<file path="config.mk">
export PLATFORM = sky130hd
export DESIGN_NAME = dmem_arbiter
export DESIGN_NICKNAME = d
export VERILOG_FILES = /design/src/rtl/dmem_arbiter.sv
export SDC_FILE = /design/constraint.sdc
export NUM_CORES = 1
export LEC_CHECK = 0
export CAP_MARGIN = 10
export CORE_AREA = 2 2 180 182
export DETAILED_ROUTE_END_ITERATION = 10
export DIE_AREA = 0 0 182 184
export SLEW_MARGIN = 20
export SYNTH_ARGS = -nofsm -noshare
export SYNTH_HDL_FRONTEND = slang
export SYNTH_SLANG_ARGS = --single-unit
</file>
<file path="constraint.sdc">
create_clock -name clk -period 19.91 [get_ports clk]
set_input_delay 3.982 -clock clk [delete_from_list [all_inputs] [get_ports clk]]
set_output_delay 3.982 -clock clk [all_outputs]
set_load 0.02 [all_outputs]
</file>
<file path="src/rtl/dmem_arbiter.sv">
// Two-port arbiter/sequencer in front of the data RAM: one transaction at a time,
// RAM instruction word synthesized from the request size code, load data returned with rvalid.
`timescale 1ns/1ps
module dmem_arbiter #(
  parameter int ADDR_W     = 11,
  parameter int DATA_W     = 64,
  parameter bit FIXED_PRIO = 1'b0
) (
  input  logic              clk,
  input  logic              rst,
  input  logic              m0_req,
  input  logic              m0_we,
  input  logic [2:0]        m0_funct3,
  input  logic [ADDR_W-1:0] m0_addr,
  input  logic [DATA_W-1:0] m0_wdata,
  output logic              m0_gnt,
  output logic              m0_rvalid,
  output logic [DATA_W-1:0] m0_rdata,
  output logic              m0_err,
  input  logic              m1_req,
  input  logic              m1_we,
  input  logic [2:0]        m1_funct3,
  input  logic [ADDR_W-1:0] m1_addr,
  input  logic [DATA_W-1:0] m1_wdata,
  output logic              m1_gnt,
  output logic              m1_rvalid,
  output logic [DATA_W-1:0] m1_rdata,
  output logic              m1_err,
  output logic              ram_we,
  output logic [31:0]       ram_inst,
  output logic [ADDR_W-1:0] ram_address,
  output logic [DATA_W-1:0] ram_write_data,
  input  logic [DATA_W-1:0] ram_read_data,
  output logic              busy
);

  // state  | meaning
  // IDLE   | waiting for a request; arbitration happens here
  // ISSUE  | RAM port driven with the granted request
  // RESP   | RAM read result available; completion issued next cycle
  typedef enum logic [1:0] {
    S_IDLE  = 2'd0,
    S_ISSUE = 2'd1,
    S_RESP  = 2'd2
  } state_t;

  localparam logic [6:0] OP_STORE = 7'b0100011;
  localparam logic [6:0] OP_LOAD  = 7'b0000011;

  state_t state_q, state_d;

  logic rr_q;   // 1: m1 has priority on the next contended cycle
  logic sel_q;
  logic we_q;
  logic ill_q;

  logic              any_req;
  logic              pick_m1;
  logic              sel_we;
  logic [2:0]        sel_f3;
  logic [ADDR_W-1:0] sel_addr;
  logic [DATA_W-1:0] sel_wdata;
  logic              sel_ill;

  logic              m0_gnt_d, m1_gnt_d;
  logic              m0_rvalid_d, m1_rvalid_d;
  logic [DATA_W-1:0] m0_rdata_d, m1_rdata_d;
  logic              m0_err_d, m1_err_d;
  logic              ram_we_d;
  logic [31:0]       ram_inst_d;
  logic [ADDR_W-1:0] ram_address_d;
  logic [DATA_W-1:0] ram_write_data_d;
  logic [DATA_W-1:0] resp_data;

  always_comb begin
    any_req = m0_req | m1_req;
    pick_m1 = m1_req & (~m0_req | ((FIXED_PRIO == 1'b0) & rr_q));
    if (pick_m1) begin
      sel_we    = m1_we;
      sel_f3    = m1_funct3;
      sel_addr  = m1_addr;
      sel_wdata = m1_wdata;
    end else begin
      sel_we    = m0_we;
      sel_f3    = m0_funct3;
      sel_addr  = m0_addr;
      sel_wdata = m0_wdata;
    end
    // stores only exist up to sd; loads have no 111 encoding
    sel_ill = sel_we ? sel_f3[2] : (sel_f3 == 3'b111);
  end

  always_ff @(posedge clk or posedge rst) begin
    if (rst) begin
      state_q <= S_IDLE;
    end else begin
      state_q <= state_d;
    end
  end

  always_comb begin
    state_d = state_q;
    case (state_q)
      S_IDLE:  if (any_req) state_d = S_ISSUE;
      S_ISSUE: state_d = S_RESP;
      S_RESP:  state_d = S_IDLE;
      default: state_d = S_IDLE;
    endcase
  end

  always_ff @(posedge clk or posedge rst) begin
    if (rst) begin
      rr_q  <= 1'b0;
      sel_q <= 1'b0;
      we_q  <= 1'b0;
      ill_q <= 1'b0;
    end else if (state_q == S_IDLE && any_req) begin
      rr_q  <= ~pick_m1;
      sel_q <= pick_m1;
      we_q  <= sel_we;
      ill_q <= sel_ill;
    end
  end

  // Stores and rejected requests return zero data.
  assign resp_data = (we_q | ill_q) ? '0 : ram_read_data;

  always_comb begin
    m0_gnt_d         = 1'b0;
    m1_gnt_d         = 1'b0;
    m0_rvalid_d      = 1'b0;
    m1_rvalid_d      = 1'b0;
    m0_rdata_d       = m0_rdata;
    m1_rdata_d       = m1_rdata;
    m0_err_d         = m0_err;
    m1_err_d         = m1_err;
    ram_we_d         = 1'b0;
    ram_inst_d       = '0;
    ram_address_d    = '0;
    ram_write_data_d = '0;
    case (state_q)
      S_IDLE: begin
        if (any_req) begin
          m0_gnt_d         = ~pick_m1;
          m1_gnt_d         = pick_m1;
          ram_we_d         = sel_we & ~sel_ill;
          ram_inst_d       = sel_ill ? 32'd0 :
                             {17'd0, sel_f3, 5'd0, (sel_we ? OP_STORE : OP_LOAD)};
          ram_address_d    = sel_addr;
          ram_write_data_d = sel_wdata;
        end
      end
      S_RESP: begin
        if (sel_q) begin
          m1_rvalid_d = 1'b1;
          m1_rdata_d  = resp_data;
          m1_err_d    = ill_q;
        end else begin
          m0_rvalid_d = 1'b1;
          m0_rdata_d  = resp_data;
          m0_err_d    = ill_q;
        end
      end
      default: ;
    endcase
  end

  always_ff @(posedge clk or posedge rst) begin
    if (rst) begin
      m0_gnt         <= 1'b0;
      m1_gnt         <= 1'b0;
      m0_rvalid      <= 1'b0;
      m1_rvalid      <= 1'b0;
      m0_rdata       <= '0;
      m1_rdata       <= '0;
      m0_err         <= 1'b0;
      m1_err         <= 1'b0;
      ram_we         <= 1'b0;
      ram_inst       <= '0;
      ram_address    <= '0;
      ram_write_data <= '0;
      busy           <= 1'b0;
    end else begin
      m0_gnt         <= m0_gnt_d;
      m1_gnt         <= m1_gnt_d;
      m0_rvalid      <= m0_rvalid_d;
      m1_rvalid      <= m1_rvalid_d;
      m0_rdata       <= m0_rdata_d;
      m1_rdata       <= m1_rdata_d;
      m0_err         <= m0_err_d;
      m1_err         <= m1_err_d;
      ram_we         <= ram_we_d;
      ram_inst       <= ram_inst_d;
      ram_address    <= ram_address_d;
      ram_write_data <= ram_write_data_d;
      busy           <= (state_d != S_IDLE);
    end
  end

endmodule

</file>
# [Yosys cells after proc, flatten, opt, wreduce, memory -nomap -nowiden]
# Cells that the tools add are included.
[word_totals] reg_bits=249 inputBits=226 out_inout_bits=243 word_cells=61
[classes] eq_ne=3 muxes=26 bitwise_logic=9 n_reduce_logical=5
[op_table] op="$mux 64" n=4
[op_table] op="$mux 15" n=3
[op_table] op="$mux 11" n=3
[op_table] op="$mux 1" n=12
[op_table] op="$mux 6" n=1
[op_table] op="$not 1->1" n=4
[op_table] op="$pmux 2 s2" n=1
[op_table] op="$reduce_and 2->1" n=2
[op_table] op="$eq 3x3->1 const B" n=1
[op_table] op="$mux 3" n=1
[op_table] op="$or 1x1->1" n=3
[op_table] op="$and 1x1->1" n=2
[op_table] op="$eq 2x1->1 const B" n=1
[op_table] op="$eq 2x2->1 const B" n=1
[op_table] op="$logic_not 2->1" n=1
[op_table] op="$mux 2" n=1
[op_table] op="$reduce_bool 2->1" n=1
[op_table] op="$logic_and 1x1->1" n=1

# [Depth between registers and ports, before layout]
[logic_depth] depth_word=10 depth_mapped=7 mapped_depth_nobuf=4

# [Least setup slack after synthesis]
# Ideal clock, no wire load.
[synth_timing] path_kind="input port to flip-flop" startpoint="in m0_req" endpoint="reg ram_inst[12]" setup_ns=0.099 t_arrival_ns=4.817 required_ns=19.811 path_slack_ns=14.994 cell_stages=5 n_path_buf=1 path_cell_list="nand2b_4 > and2_4 > buf_6 > or3_1 > a311oi_1"
[synth_between] elab_chain_len=9 elab_cells_between_ends=11 cone_classes="1 x eq/ne; 6 x mux; 4 x bitwise"
[synth_lines] item="from (decl)" line_no="11" rtl="input logic m0_req,"
[synth_lines] item="$not 1->1" line_no="77" rtl="pick_m1 = m1_req & (~m0_req | ((FIXED_PRIO == 1'b0) & rr_q));"
[synth_lines] item="$or 1x1->1" line_no="77"
[synth_lines] item="$and 1x1->1" line_no="77"
[synth_lines] item="$mux 3" line_no="78" rtl="if (pick_m1) begin"
[synth_lines] item="$eq 3x3->1" line_no="90" rtl="sel_ill = sel_we ? sel_f3[2] : (sel_f3 == 3'b111);"
[synth_lines] item="$mux 1" line_no="90"
[synth_lines] item="$mux 15" line_no="147" rtl="ram_inst_d = sel_ill ? 32'd0 :"
[synth_lines] item="$mux 15 (*)" line_no="143" rtl="if (any_req) begin"
[synth_lines] item="$mux 15 (*)" line_no="141" rtl="case (state_q)"
[synth_lines] item="via ram_inst_d[12]" line_no="70" rtl="logic [31:0] ram_inst_d;"
[synth_lines] item="to (signal assigned)" line_no="193" rtl="ram_inst <= ram_inst_d;"
[synth_lines] item="to (decl)" line_no="30" rtl="output logic [31:0] ram_inst,"
# Mark *: on every way through the listed nets, which the timed path passes. The rest lies on a longest branch.
# A chain may end at the register's enable or synchronous reset.

# [Worst setup path in the final report]
[layout_timing] startpoint="in m0_req" endpoint="reg ill_q"
[layout_between] elab_chain_len=6 elab_cells_between_ends=9 cone_classes="1 x eq/ne; 3 x mux; 4 x bitwise; 1 x reduce/logical"
[layout_lines] item="$not 1->1" line_no="77"
[layout_lines] item="$or 1x1->1" line_no="77"
[layout_lines] item="$and 1x1->1" line_no="77"
[layout_lines] item="$mux 3" line_no="78"
[layout_lines] item="$eq 3x3->1" line_no="90"
[layout_lines] item="$mux 1" line_no="90"
[layout_lines] item="to (signal assigned)" line_no="121" rtl="ill_q <= sel_ill;"
[layout_lines] item="to (decl)" line_no="55" rtl="logic ill_q;"
# Parallel ways exist; a longest one is shown, timed or not.

==> impl_table.tex <==
\begin{tabular}{lr}
\hline
Metric & Value \\
\hline
\multicolumn{2}{l}{\textbf{Outcome}} \\
\quad Status & complete, no violations \\
\multicolumn{2}{l}{\textbf{Clock network}} \\
\quad Clock-pin slew on the worst setup and hold paths & 0.06 ns \\
\quad Count of clock tree sinks & 221 \\
\quad Root cell of the clock tree & clkbuf\_16 \\
\quad Clock latency reported for the late side of the worst-skew pair & 0.53 ns \\
\quad Quantity of gates resized following cts & 0 \\
\quad Total setup buffers inserted after CTS & 0 \\
\quad Clock buffers created by TritonCTS & 25 \\
\quad Cts-stage hold buffer count & 0 \\
\quad Deepest level of the CTS H-tree & 1 \\
\quad CTS tree & yes \\
\quad Maximum clock insertion buffer count & 3 \\
\multicolumn{2}{l}{\textbf{STA}} \\
\quad Worst clock skew & 0.0176 ns \\
\quad Actual transition at the worst max-transition pin & 1.00 ns \\
\quad Final setup viols & 0 \\
\quad Slew HR & 0.331 \\
\quad Unrepaired setup endpoints after global routing & no \\
\quad Final-report hold violation count & 0 \\
\quad Number of max-slew violations in the final report & 0 \\
\quad Period minus WS final & 5.62 ns \\
\quad Final worst-path cycle share & 0.282 \\
\quad Total Negative Setup Slacks & 0 ns \\
\quad Max Fclk & 0.178 GHz \\
\quad Worst hold margin & 0.477 ns \\
\multicolumn{2}{l}{\textbf{Synthesis}} \\
\quad Number of library cell types mapped by synthesis & 28 \\
\quad Ys Warns & 0 \\
\quad Average cell area after synthesis & 9.65 µm² \\
\quad Cells after Synth & 898 \\
\quad Post-synth design cell area & 8670 µm² \\
\quad Flop and latch count out of synthesis & 221 \\
\quad Post-synthesis sequential area ratio & 0.638 \\
\multicolumn{2}{l}{\textbf{Worst setup path}} \\
\quad Crit-path cells & clkdlybuf4s50\_1 > nor2\_1 > or3\_4 > nor2\_1 > a221o\_1 \\
\quad Endpoint type of the worst setup path & flop \\
\quad Number of cell instances on the worst register-to-register path & 5 \\
\quad Data required time at the worst endpoint & 20.32 ns \\
\quad Data arrival time of the critical path & 6.03 ns \\
\quad Longest individual stage delay on the worst path & 0.78 ns \\
\quad Peak fanout along the critical path & 89 \\
\quad CP dominant cell by count & nor2\_1 \\
\quad Worst setup path category & input port to flop \\
\quad Master of the slowest instance on the critical path & or3\_4 \\
\quad Kind of launch point of the worst setup path & input port \\
\multicolumn{2}{l}{\textbf{Cells and area}} \\
\quad Antenna diodes & 0 \\
\quad Finished Layout Cells & 1,730 \\
\quad Most common library cell in the layout ignoring fill and taps & clkdlybuf4s50\_1 \\
\quad Number of filler instances in the final layout & 3,026 \\
\quad Layout Area Growth over Synthesis & 62.5\% \\
\quad Fraction of final layout cells with drive strength greater than 1 & 0.0459 \\
\quad Top library cells by usage in the layout, fill and taps aside & 442 x clkdlybuf4s50\_1, 343 x nand2\_1, 221 x dfrtp\_1 \\
\quad Net count of the finished layout & 1,536 \\
\multicolumn{2}{l}{\textbf{Job}} \\
\quad Maximum capacitance violations & 0 \\
\multicolumn{2}{l}{\textbf{Place}} \\
\quad Routability cong. & 0.778 \\
\quad Number of placed cells counting well taps & 1,685 \\
\quad Number of port buffers & 442 \\
\quad Dpl hpwl & 21.0 mm \\
\multicolumn{2}{l}{\textbf{Die}} \\
\quad Site Rows & 65 \\
\quad Floorplan die height & 184 µm \\
\quad I/O pin count & 469 \\
\quad Starting density of the core & 0.276 \\
\quad Floorplan core area & 31,400 µm² \\
\quad Die footprint & 33,500 µm² \\
\quad DIE WIDTH & 182 µm \\
\multicolumn{2}{l}{\textbf{Global routing}} \\
\quad Total global routing track utilization & 0.165 \\
\quad Number of global-route vias before repair & 7,505 \\
\quad Maximum number of pins on one net before global-route repair & 99 \\
\quad Initial antenna violation count & 0 \\
\quad Wire length of the first global-routing pass & 43.0 mm \\
\quad Overall overflow remaining after global route & 0 \\
\multicolumn{2}{l}{\textbf{Min path}} \\
\quad Kind of path behind the tightest hold check & flop to flop \\
\quad Instance count along the most critical hold path & 2 \\
\multicolumn{2}{l}{\textbf{Drt}} \\
\quad Number of design rule violations left after detail routing & 0 \\
\quad Via Count & 7,575 \\
\quad Detailed-routing iteration count for the pre-antenna-repair pass & 4 \\
\quad Sum of routed wire length over all layers & 28.9 mm \\
\quad Vias per inst & 4.38 \\
\quad Average wire per cell in the routed design & 16.7 µm \\
\quad Antenna-violating nets left & 0 \\
\quad DR iter-0 viols & 314 \\
\multicolumn{2}{l}{\textbf{Power and ir drop}} \\
\quad Power density cells & 151 nW/µm² \\
\quad Peak supply drop & 69.2 µV \\
\quad Design Power & 2.12 mW \\
\quad Leakage & 6.21 nW \\
\hline
\end{tabular}
cell type report:
class | instances | area [µm²] | area share
clock inverter | 7 | 93.8 | 0.00666
inverter | 5 | 26.3 | 0.00187
tap | 402 | 503 | 0.0357
clock buffer | 38 | 734 | 0.0522
sequential | 221 | 5530 | 0.393
multi-input combinational | 608 | 2720 | 0.193
timing repair buffer | 449 | 4480 | 0.318
power breakdown:
part	switching, mW	internal, mW
clock network	0.181	0.279
registers	0.0880	0.624
logic	0.542	0.407
worst max-delay path, delay by kind of cell:
family / cells / cell delay (ns)
simple gates: 3 / 1.16
buf+inv: 1 / 0.47
compound gates: 1 / 0.36
cell families (layout without fill, tap and decap cells):
| logic type | after synthesis | count (layout) | share of synthesized area |
|---|---|---|---|
| multiplexers | 7 | 7 | 0.00895 |
| other | 1 | 26 | 0.000433 |
| AO/OA/AOI/OAI | 213 | 213 | 0.127 |
| AND/OR/NAND/NOR | 362 | 362 | 0.163 |
| buffers and inverters | 94 | 499 | 0.0627 |
| flip-flops | 221 | 221 | 0.638 |
sequential cells by signal (all words and copies together) (netlist names), 2 cells and up:
name	flops
ram_inst	5
m0_rdata	64
state_q	2
m1_rdata	64
ram_write_data	64
ram_address	11
worst paths after layout:
path / slack [ns] / end / from
max: 14.29 / ill_q$_DFFE_PP0P_ / m0_req
min: 0.48 / m1_rdata[43]$_DFFE_PP0P_ / m1_rdata[43]$_DFFE_PP0P_
max reg2reg: 17.77 / ram_inst[1]$_DFF_PP0_ / rr_q$_DFFE_PP0P_
min reg2reg: 0.48 / m1_rdata[43]$_DFFE_PP0P_ / m1_rdata[43]$_DFFE_PP0P_
max in group asynchronous: 14.58 / ram_write_data[62]$_DFF_PP0_ / rst
min in group asynchronous: 3.95 / m0_rdata[57]$_DFFE_PP0P_ / rst
per-stage QoR:
stage / setup WS, ns / cell area [µm²] / util
6_report: 14.29 / 14100 / 0.449
5_1_grt: 14.17 / 14100 / 0.449
4_1_cts: 14.25 / 14100 / 0.449
3_5_place_dp: 13.72 / 13300 / 0.422
3_3_place_gp: 13.79 / 13300 / 0.422
2_1_floorplan: 9.88 / 8760 / -
layer usage:
layer / global-route usage / wire [µm] / up-vias
li1: - / - / 3685
met1: 0.186 / 11100 / 3516
met2: 0.299 / 14600 / 329
met3: 0.0523 / 2530 / 45
met4: 0.0455 / 688 / 0
met5: 0 / 0 / -
cell usage after synthesis (all sizes together):
| library cell | number | share of area |
|---|---|---|
| clkbuf | 33 | 0.014 |
| nor2b | 1 | 0.00072 |
| nor4b | 1 | 0.0017 |
| buf | 56 | 0.046 |
| nand3 | 1 | 0.00058 |
| a21o | 2 | 0.0017 |
| mux2i | 4 | 0.0046 |
| nand2 | 344 | 0.15 |
| nand2b | 1 | 0.0016 |
| a221o | 1 | 0.0012 |
| nor3b | 1 | 0.00087 |
| dfrtp | 221 | 0.64 |
| nor3 | 1 | 0.00058 |
| o21ai | 129 | 0.074 |
| mux2 | 3 | 0.0043 |
| or3 | 5 | 0.0036 |
| a21oi | 79 | 0.048 |
| and2 | 1 | 0.0010 |
| nand3b | 1 | 0.00087 |
| a311oi | 2 | 0.0020 |
| nor2 | 5 | 0.0022 |
| inv | 5 | 0.0022 |
| conb | 1 | 0.00043 |
Power figures use the tool's default switching activity.
